===== src/rtl/pipe_ctrl_pkg.sv =====
// Shared definitions for the pipeline control unit:
// exception codes, FSM encodings and the default trap vector.
package pipe_ctrl_pkg;

    localparam logic [4:0]  EXC_ERET     = 5'h1F;
    localparam logic [31:0] EXC_BASE_DEF = 32'h0000_0020;

    // FREEZE stays a legal encoding for future multi-cycle freezes.
    typedef enum logic [1:0] {
        RUN    = 2'd0,
        FREEZE = 2'd1,
        FLUSH  = 2'd2
    } pc_state_e;

    function automatic logic [31:0] redirect_pc(
        input logic [4:0]  code,
        input logic [31:0] epc,
        input logic [31:0] base
    );
        return (code == EXC_ERET) ? epc : base;
    endfunction

endpackage


===== src/rtl/pipe_ctrl_if.sv =====
// Stall/flush/redirect bundle between the pipeline and pipe_ctrl.
// master = controller side, slave = pipeline side.
interface pipe_ctrl_if #(
    parameter int STAGES = 6
);
    logic [STAGES-1:0] stallreq_i;
    logic              exc_req_i;
    logic [4:0]        exc_code_i;
    logic [31:0]       epc_i;
    logic [STAGES-1:0] stall_o;
    logic              flush_o;
    logic [31:0]       new_pc_o;

    modport master (
        input  stallreq_i, exc_req_i, exc_code_i, epc_i,
        output stall_o, flush_o, new_pc_o
    );

    modport slave (
        output stallreq_i, exc_req_i, exc_code_i, epc_i,
        input  stall_o, flush_o, new_pc_o
    );
endinterface


===== src/rtl/pipe_ctrl_stall_mask_gen.sv =====
// Thermometer stall mask: the highest requesting stage and
// every earlier stage are held.
module stall_mask_gen #(
    parameter int STAGES = 6
) (
    input  logic [STAGES-1:0] req_i,
    output logic [STAGES-1:0] mask_o
);

    logic acc;

    // Scan from writeback down; once a request is seen, all
    // lower stages stall too.
    always_comb begin
        acc    = 1'b0;
        mask_o = '0;
        for (int k = STAGES - 1; k >= 0; k--) begin
            acc       = acc | req_i[k];
            mask_o[k] = acc;
        end
    end

endmodule


===== src/rtl/pipe_ctrl.sv =====
// Pipeline stall/flush/redirect controller.
// Optional stall-cycle counter under PIPE_CTRL_STALL_CNT_EN.
module pipe_ctrl
    import pipe_ctrl_pkg::*;
#(
    parameter int          STAGES       = 6,
    parameter int          FLUSH_CYCLES = 1,
    parameter logic [31:0] EXC_BASE     = EXC_BASE_DEF
) (
    input  logic        clk,
    input  logic        rst,
`ifdef PIPE_CTRL_STALL_CNT_EN
    output logic [31:0] stall_cnt_o,
`endif
    pipe_ctrl_if.master bus
);

    localparam int CW = (FLUSH_CYCLES > 1) ? $clog2(FLUSH_CYCLES) : 1;
    localparam logic [CW-1:0] CNT_LOAD = CW'(FLUSH_CYCLES - 1);

    pc_state_e         state_q, state_d;
    logic [CW-1:0]     cnt_q, cnt_d;
    logic [31:0]       new_pc_q, new_pc_d;
    logic [STAGES-1:0] mask;
    logic [STAGES-1:0] stall;
    logic              flush;

    stall_mask_gen #(
        .STAGES (STAGES)
    ) u_mask (
        .req_i  (bus.stallreq_i),
        .mask_o (mask)
    );

    // Outputs are forced quiet while rst is held so a mid-flush
    // reset drops the redirect immediately.
    always_comb begin
        state_d  = state_q;
        cnt_d    = cnt_q;
        new_pc_d = new_pc_q;
        stall    = '0;
        flush    = 1'b0;
        if (!rst) begin
            case (state_q)
                RUN: begin
                    if (bus.exc_req_i) begin
                        stall    = '1;
                        new_pc_d = redirect_pc(bus.exc_code_i,
                                               bus.epc_i, EXC_BASE);
                        cnt_d    = CNT_LOAD;
                        state_d  = FLUSH;
                    end else begin
                        stall = mask;
                    end
                end
                FLUSH: begin
                    flush = 1'b1;
                    if (cnt_q == '0) begin
                        state_d = RUN;
                    end else begin
                        cnt_d = cnt_q - CW'(1);
                    end
                end
                default: begin
                    state_d = RUN;
                end
            endcase
        end
    end

    always_ff @(posedge clk or posedge rst) begin
        if (rst) begin
            state_q  <= RUN;
            cnt_q    <= '0;
            new_pc_q <= '0;
        end else begin
            state_q  <= state_d;
            cnt_q    <= cnt_d;
            new_pc_q <= new_pc_d;
        end
    end

    assign bus.stall_o  = stall;
    assign bus.flush_o  = flush;
    assign bus.new_pc_o = new_pc_q;

`ifdef PIPE_CTRL_STALL_CNT_EN
    logic [31:0] stall_cnt_q, stall_cnt_d;
    logic        cnt_en;

    // Only ordinary RUN stalls count; exception cycles do not.
    assign cnt_en = (state_q == RUN) && !bus.exc_req_i && (|mask);

    always_comb begin
        stall_cnt_d = stall_cnt_q;
        if (cnt_en && (stall_cnt_q != 32'hFFFF_FFFF)) begin
            stall_cnt_d = stall_cnt_q + 32'd1;
        end
    end

    always_ff @(posedge clk or posedge rst) begin
        if (rst) begin
            stall_cnt_q <= '0;
        end else begin
            stall_cnt_q <= stall_cnt_d;
        end
    end

    assign stall_cnt_o = stall_cnt_q;
`endif

endmodule


===== src/flat_wrapper.sv =====
// flat-port wrapper written by rule: the top's interface ports become plain ports
module pipe_ctrl_flat import pipe_ctrl_pkg::*;
#(
    parameter int          STAGES       = 6,
    parameter int          FLUSH_CYCLES = 1,
    parameter logic [31:0] EXC_BASE     = EXC_BASE_DEF
)
  (clk, rst, bus_stallreq_i, bus_exc_req_i, bus_exc_code_i, bus_epc_i, bus_stall_o, bus_flush_o, bus_new_pc_o);
  pipe_ctrl_if #(.STAGES(STAGES)) bus_i ();
  input  logic clk;
  input  logic rst;
  input wire logic [$bits(bus_i.stallreq_i)-1:0] bus_stallreq_i;
  input wire logic [$bits(bus_i.exc_req_i)-1:0] bus_exc_req_i;
  input wire logic [$bits(bus_i.exc_code_i)-1:0] bus_exc_code_i;
  input wire logic [$bits(bus_i.epc_i)-1:0] bus_epc_i;
  output wire logic [$bits(bus_i.stall_o)-1:0] bus_stall_o;
  output wire logic [$bits(bus_i.flush_o)-1:0] bus_flush_o;
  output wire logic [$bits(bus_i.new_pc_o)-1:0] bus_new_pc_o;
  assign bus_i.stallreq_i = bus_stallreq_i;
  assign bus_i.exc_req_i = bus_exc_req_i;
  assign bus_i.exc_code_i = bus_exc_code_i;
  assign bus_i.epc_i = bus_epc_i;
  assign bus_stall_o = bus_i.stall_o;
  assign bus_flush_o = bus_i.flush_o;
  assign bus_new_pc_o = bus_i.new_pc_o;
  pipe_ctrl #(.STAGES(STAGES), .FLUSH_CYCLES(FLUSH_CYCLES), .EXC_BASE(EXC_BASE)) u_core (.clk(clk), .rst(rst), .bus(bus_i));
endmodule

===== config.mk =====
export PLATFORM = sky130hd
export DESIGN_NAME = pipe_ctrl_flat
export DESIGN_NICKNAME = d
export VERILOG_FILES = /design/src/rtl/pipe_ctrl_pkg.sv /design/src/rtl/pipe_ctrl_if.sv /design/src/rtl/pipe_ctrl_stall_mask_gen.sv /design/src/rtl/pipe_ctrl.sv /design/src/flat_wrapper.sv
export SDC_FILE = /design/constraint.sdc
export NUM_CORES = 1
export LEC_CHECK = 0
export ABC_AREA = 1
export CORE_ASPECT_RATIO = 2
export CORE_MARGIN = 2
export CORE_UTILIZATION = 40
export CTS_CLUSTER_SIZE = 28
export DETAILED_ROUTE_END_ITERATION = 10
export PLACE_DENSITY_LB_ADDON = 0.25
export SLEW_MARGIN = 5
export SYNTH_ARGS = -nofsm -noshare
export SYNTH_HDL_FRONTEND = slang
export SYNTH_SLANG_ARGS = --single-unit

===== constraint.sdc =====
create_clock -name clk -period 4.5 [get_ports clk]
set_input_delay 1.35 -clock clk [delete_from_list [all_inputs] [get_ports clk]]
set_output_delay 1.35 -clock clk [all_outputs]
set_load 0.05 [all_outputs]

After elaboration in Yosys (flattened, before gate mapping)
Cells that the tools add are included.
- logic and storage cells: 31
- flip-flop bits (word level): 35
- output and inout bits: 39
- multiplexer cells: 12
- equal/unequal tests: 4
- reduce and logical (&&, ||, !) cells: 5
- bitwise logic cells: 6
- add/subtract/negate cells: 1
- operators with widths (kind ; number):
    32-bit two-way mux ; 1
    6-bit two-way mux ; 3
    3-bit AND reduction ; 3
    5-bit equality test, second input constant ; 1
    1-bit bitwise OR ; 5
    1-bit two-way mux ; 4
    2-bit two-way mux ; 2
    2-bit != test, second input constant ; 2
    2-bit one-hot mux with 2 select lines ; 1
    2-bit equality test, second input constant ; 1
    2-bit zero test ; 1
    1-bit one-hot mux with 2 select lines ; 1
    2-bit nonzero test ; 1
    1-bit inverter ; 1
    1-bit subtractor, second input constant ; 1

Logic depth before layout (Yosys ltp)
Gate-level depths: netlist of run 1.
- word-level depth: 8
- gate-level depth with buffers: 7

Cells and area by module
Synthesis of run 1 repeated with hierarchy kept, for this count alone.
- cell total of the unflattened synthesis: 181
- area, all modules: 1483.9 um2
- by module, submodules not included (module ; cells each ; area an instance (um2) ; sequential area each (um2) ; times used):
    pipe_ctrl ; 169 ; 1420.1 ; 825.8 ; 1
    stall_mask_gen ; 12 ; 63.8 ; 0.0 ; 1

Worst setup path before layout of run 1
OpenSTA, ideal clock, no wires.
- path type: input to output
- start point: input port rst
- end point: output port bus_stall_o[2]
- data arrival time: 2759 ps
- slack: 391 ps
- required time: 3150 ps
- stages on the path: 3
- cell sequence: inv_2 > nand2_4 > a31oi_1
- longest elaborated chain between the ends: 1
- RTL lines (element ; RTL line ; text):
    from (decl) ; flat_wrapper.sv:11 ; input logic rst;
    6-bit two-way mux ; pipe_ctrl.sv:43 ; if (!rst) begin
    to (decl) ; flat_wrapper.sv:16 ; output wire logic [$bits(bus_i.stall_o)-1:0] bus_stall_o;
Every way passes these cells.

Final worst setup path of run 1
- start point: input port rst
- end point: output port bus_flush_o
- longest elaborated chain between the ends: 1
- RTL lines (element ; RTL line ; text):
    1-bit two-way mux ; pipe_ctrl.sv:43 ;
    to (decl) ; flat_wrapper.sv:17 ; output wire logic [$bits(bus_i.flush_o)-1:0] bus_flush_o;
Every way passes these cells.

==> results of run 1 <==
[cell usage in the layout, fill, tap and decap left out, drive strengths merged]
cell,instances
buf,8
o21ai,1
nor2,11
a21oi,1
clkbuf,7
nor3,2
dfrtp,33
nand3,34
clkdlybuf4s50,78
a31oi,2
nand2,69
inv,9
[power by group]
part	switching (mW)	internal, mW	total, mW
combinational	0.0841	0.0658	0.150
sequential	0.00384	0.303	0.307
clock	0.0954	0.121	0.217
[final cells by class]
cell class              count  area [µm²]
clock buffers               7        86.3
multi-input cells         120         529
fillers                   305        1150
well taps                  49        61.3
flip-flops and latches     33         826
inverters                   9        36.3
repair buffers             86         878
[sequential cells by signal (all words and copies together), names as in the netlist]
signal               count
u_core.bus.new_pc_o     32
u_core.state_q           1
[per-stage QoR]
| stage | area, µm² | power [mW] | setup slack (ns) | utilization |
|---|---|---|---|---|
| after detailed placement | 2330 | 0.464 | 0.389 | 0.653 |
| after CTS | 2420 | 0.684 | 0.383 | 0.677 |
| after floorplan | 1460 | 0.391 | 0.391 | - |
| final | 2420 | 0.674 | 0.390 | 0.677 |
| after global routing | 2420 | 0.705 | 0.338 | 0.677 |
| after global placement | 2330 | 0.463 | 0.423 | 0.653 |
[cells by family after synthesis]
family	after synthesis	synth area share
AND/OR/NAND/NOR	116	0.344
flip-flops	33	0.564
buffers and inverters	18	0.0761
AO/OA/AOI/OAI	4	0.0154
[how the worst max path moves through the flow]
stage,from,endpoint,slack [ns],cells after the start
floorplan,rst,bus_stall_o[2],0.39,3
global placement,rst,bus_flush_o,0.42,3
detailed placement,rst,bus_flush_o,0.39,3
CTS,rst,bus_flush_o,0.38,3
global route,rst,bus_flush_o,0.34,3
finish,rst,bus_flush_o,0.39,3
[per-layer routing]
metal | GRT usage | vias to the layer above | part of all wire
met5 | 0 | - | 0
li1 | - | 708 | -
met1 | 0.189 | 661 | 0.34
met3 | 0.0626 | 9 | 0.079
met4 | 0.0833 | 0 | 0.020
met2 | 0.366 | 63 | 0.56
[tightest hold or removal path: cells and delay by family (launching register included)]
family	cells	cell delay (ns)
flip-flops	1	0.34
AND/OR/NAND/NOR	2	0.10
==> results.ini, run 1 <==
[placement]
io_buffers = 84
hpwl_mm = 2.87
numPlacedInstances = 297
place.gp.congestion = 0.704

[global_routing]
gr-usage-all-layers = 0.199
antenna_found_initial = 0
grt_pass1_vias = 1353
grt_max_degree = 35
grt_pass1_wl_mm = 5.86
gr-total-overflow = 0

[sta]
fin_setup_tns_ns = 0
fmax_mhz = 243
hold_violations = 0
max-slew-margin-rel = 0.650
timing.final.max_slew_violations = 0
finalSetupViolCount = 0
rsz0062_at_grt = false
fin_hold_ws_ns = 0.477
worst_pin_slew_ns = 0.523
min_period_over_period = 0.913
skew_ns = 0.00312
period_minus_slack_ns = 4.11

[setup_path]
reg2reg_depth = 6
critPathArrivalTime_ns = 2.76
reg2reg_from = u_core.state_q[1]$_DFFE_PP0P_
crit_top_cell = clkdlybuf4s50_1
cp-end-kind = output port
r2r-end = u_core.bus.new_pc_o[29]$_DFFE_PP0P_
crit_slowest_cell = clkdlybuf4s50_1
worstPathBufferInverterCount = 2
critPathMaxStageDelay_ns = 0.81
crit_path_start_kind = input pin
crit_chain = clkdlybuf4s50_1 > nor2_1 > clkdlybuf4s50_1
path_delay_family = buffers and inverters
crit_type = in -> out
regToRegSetupSlack_ns = 2.99
path_max_fanout = 4
worstPathRequired_ns = 3.15

[logic_synthesis]
synth_cell_types = 16
syn_area_um2 = 1460
synth.ff_latch_count = 33
synth_area_leaders = dfrtp_1 56%, nand2_1 17%, nand3_1 12%
synth_ff_type = dfrtp_1
synth_seq_area_share = 0.564
ys_top_cells_by_count = 68 x nand2_1, 34 x nand3_1, 33 x dfrtp_1
synth_top_area_share = 0.564
async_reset_ff_frac = 1.00
yosysMostFrequentCell = nand2_1
synthCells = 171
syn_nets = 217
synth_warnings = 0
syn_avg_cell_area_um2 = 8.56
yosys.area.top_type = dfrtp_1
synth_edf_count = 0

[clock_network]
cts_buffers = 5
post-cts-setup-buffer-count = 0
clk_pin_slew_ns = 0.06
clock_latency_ns = 0.27
cts_buffer_depth = 2
hold_buffers = 0
clock-root-buffer = clkbuf_8
htree_levels = 2
cts.sinks = 33
cts_resized = 0
cts_tree = yes

[power_and_ir_drop]
p_per_area_nw_per_um2 = 279
leakage_nw = 1.20
vdd_ir_drop_max_mv = 0.229

[detailed_routing]
drt_iter0_drc = 19
totalWireLength_mm = 3.90
vias = 1441
vias_per_cell = 4.74
wire_per_inst_um = 12.8
drtAntennaViolNets = 0
dr.pass1.iters = 4
drc = 0

[final_layout]
n_antenna_cell = 0
drive_gt1_frac = 0.0824
layout.cells.non_filler = 304
syn2layout_area_growth_pct = 65.1
nNetsFinal = 301

[die]
rows = 31
dieArea_um2 = 4190
core_area_um2 = 3570
die_y_um = 89.6
start_util = 0.410
die_w_um = 46.8
pin_count = 85

[hold_path]
hold_depth = 2
hp-start = u_core.bus.new_pc_o[21]$_DFFE_PP0P_
timing.hold.worst.class = reg -> reg
worstHoldEndpoint = u_core.bus.new_pc_o[21]$_DFFE_PP0P_

[status]
outcome = finished, final reports clean

[job]
maxCapViolCount = 0

(Power assumes the default switching activity.)
==> inputs of run 2 (changes only) <==
--- a/config.mk
+++ b/config.mk
@@ -11,7 +11,7 @@
 export CORE_UTILIZATION = 40
 export CTS_CLUSTER_SIZE = 28
 export DETAILED_ROUTE_END_ITERATION = 10
-export PLACE_DENSITY_LB_ADDON = 0.25
+export PLACE_DENSITY_LB_ADDON = 0.1
 export SLEW_MARGIN = 5
 export SYNTH_ARGS = -nofsm -noshare
 export SYNTH_HDL_FRONTEND = slang
==> run 2 against run 1 <==
Compared with the run above: via count fell by 1.7%; worst setup slack improved by 0.024 ns; sequential power barely moved; clock-buffer cell count fell by 2.
==> results.ini, run 2 (synthesized netlist as in run 1, its figures left out) <==
[hold_path]
hold_depth = 2
timing.hold.worst.class = reg -> reg

[status]
outcome = finished, final reports clean

[final_layout]
syn2layout_area_growth_pct = 65.1
register_area_um2 = 826
layout_commonest_cell = clkdlybuf4s50_1
n_antenna_cell = 0
nFillCells = 320
layout.cells.non_filler = 305
stdcell_area_um2 = 2420
nNetsFinal = 301
drive_gt1_frac = 0.0898
multi_input_area_um2 = 529
final_cell_mix = 78 x clkdlybuf4s50_1, 68 x nand2_1, 34 x nand3_1
final_util = 0.677
largest_register_ffs = 32

[die]
die_w_um = 46.8
rows = 31
core_area_um2 = 3570
pin_count = 85
dieArea_um2 = 4190
die_y_um = 89.6
start_util = 0.410

[setup_path]
worstPathBufferInverterCount = 2
critPathArrivalTime_ns = 2.74
critPathMaxStageDelay_ns = 0.80
worstPathRequired_ns = 3.15
path_max_fanout = 4
crit_chain = clkdlybuf4s50_1 > nor2_1 > clkdlybuf4s50_1
reg2reg_depth = 6
crit_cells = 3
path_delay_family = buffers and inverters
crit_top_cell = clkdlybuf4s50_1
crit_path_start_kind = input pin
crit_slowest_cell = clkdlybuf4s50_1
crit_type = in -> out
cp-end-kind = output port

[clock_network]
hold_buffers = 0
clk_pin_slew_ns = 0.07
cts_tree = yes
htree_levels = 2
cts_buffer_depth = 2
cts.sinks = 33
clock_latency_ns = 0.28
clock-root-buffer = clkbuf_8
cts_resized = 0
cts_buffers = 5
post-cts-setup-buffer-count = 0

[global_routing]
gr-usage-all-layers = 0.204
gr-total-overflow = 0
grt_max_degree = 35
grt_pass1_vias = 1383
antenna_found_initial = 0
grt_pass1_wl_mm = 6.17

[power_and_ir_drop]
p_seq_frac = 0.454
combinationalPowerShare = 0.222
power_mw = 0.677
switchingPower_mw = 0.201
power_frac_clock = 0.324
p_int_mw = 0.475
switching_share = 0.298
p_per_area_nw_per_um2 = 280
vdd_ir_drop_max_mv = 0.311
leakage_nw = 1.20

[sta]
fmax_mhz = 245
timing.final.max_slew_violations = 0
fin_setup_tns_ns = 0
rsz0062_at_grt = false
min_period_over_period = 0.908
hold_violations = 0
finalSetupViolCount = 0
skew_ns = 0.00319
max-slew-margin-rel = 0.648
worst_pin_slew_ns = 0.527
period_minus_slack_ns = 4.09

[placement]
io_buffers = 84
place.gp.congestion = 0.818
numPlacedInstances = 297
hpwl_mm = 2.74
place_area_um2 = 2330

[detailed_routing]
dr.pass1.iters = 4
vias_per_cell = 4.65
wire_per_inst_um = 12.8
drc = 0
totalWireLength_mm = 3.89
drtAntennaViolNets = 0
drt_iter0_drc = 27
vias = 1417

[job]
maxCapViolCount = 0

run 2: power by group through the flow:
stage	logic [mW]	clock network, mW	registers, mW
final	0.150	0.219	0.307
after global routing	0.161	0.238	0.308
after CTS	0.153	0.226	0.307
after detailed placement	0.152	0	0.313
after global placement	0.152	0	0.313
after floorplan	0.0595	0	0.332
run 2: metal layers:
layer | track usage | wire length, µm
met4 | 0.0934 | 80
met5 | 0 | 0
met3 | 0.0404 | 199
met1 | 0.212 | 1430
met2 | 0.369 | 2180
run 2: area by class of cell:
cell class              count  share of cell area
repair buffers             86               0.363
flip-flops and latches     33               0.342
multi-input cells         120               0.219
clock buffers               5              0.0285
well taps                  49              0.0254
inverters                   9              0.0150
clock inverters             3             0.00725
run 2: tightest hold or removal path, delay by kind of cell, from the launching register on:
| kind | cells | cell delay [ns] |
|---|---|---|
| flip-flops | 1 | 0.34 |
| AND/OR/NAND/NOR | 2 | 0.10 |
run 2: final timing paths:
| path | from | to | slack, ns |
|---|---|---|---|
| worst max-delay path | rst | bus_flush_o | 0.41 |
| min in group asynchronous | rst | u_core.bus.new_pc_o[27]$_DFFE_PP0P_ | 1.60 |
| max in group asynchronous | rst | u_core.bus.new_pc_o[13]$_DFFE_PP0P_ | 2.59 |
| worst min-delay path | u_core.bus.new_pc_o[0]$_DFFE_PP0P_ | u_core.bus.new_pc_o[0]$_DFFE_PP0P_ | 0.48 |
| worst min register to register | u_core.bus.new_pc_o[0]$_DFFE_PP0P_ | u_core.bus.new_pc_o[0]$_DFFE_PP0P_ | 0.48 |
| worst max register to register | u_core.state_q[1]$_DFFE_PP0P_ | u_core.bus.new_pc_o[21]$_DFFE_PP0P_ | 2.94 |
run 2: through the flow:
stage               hold slack, ns  worst slack (ns)
floorplan                    0.584             0.391
global placement             0.460             0.412
detailed placement           0.464             0.407
CTS                          0.484             0.409
global route                 0.499             0.298
finish                       0.480             0.414
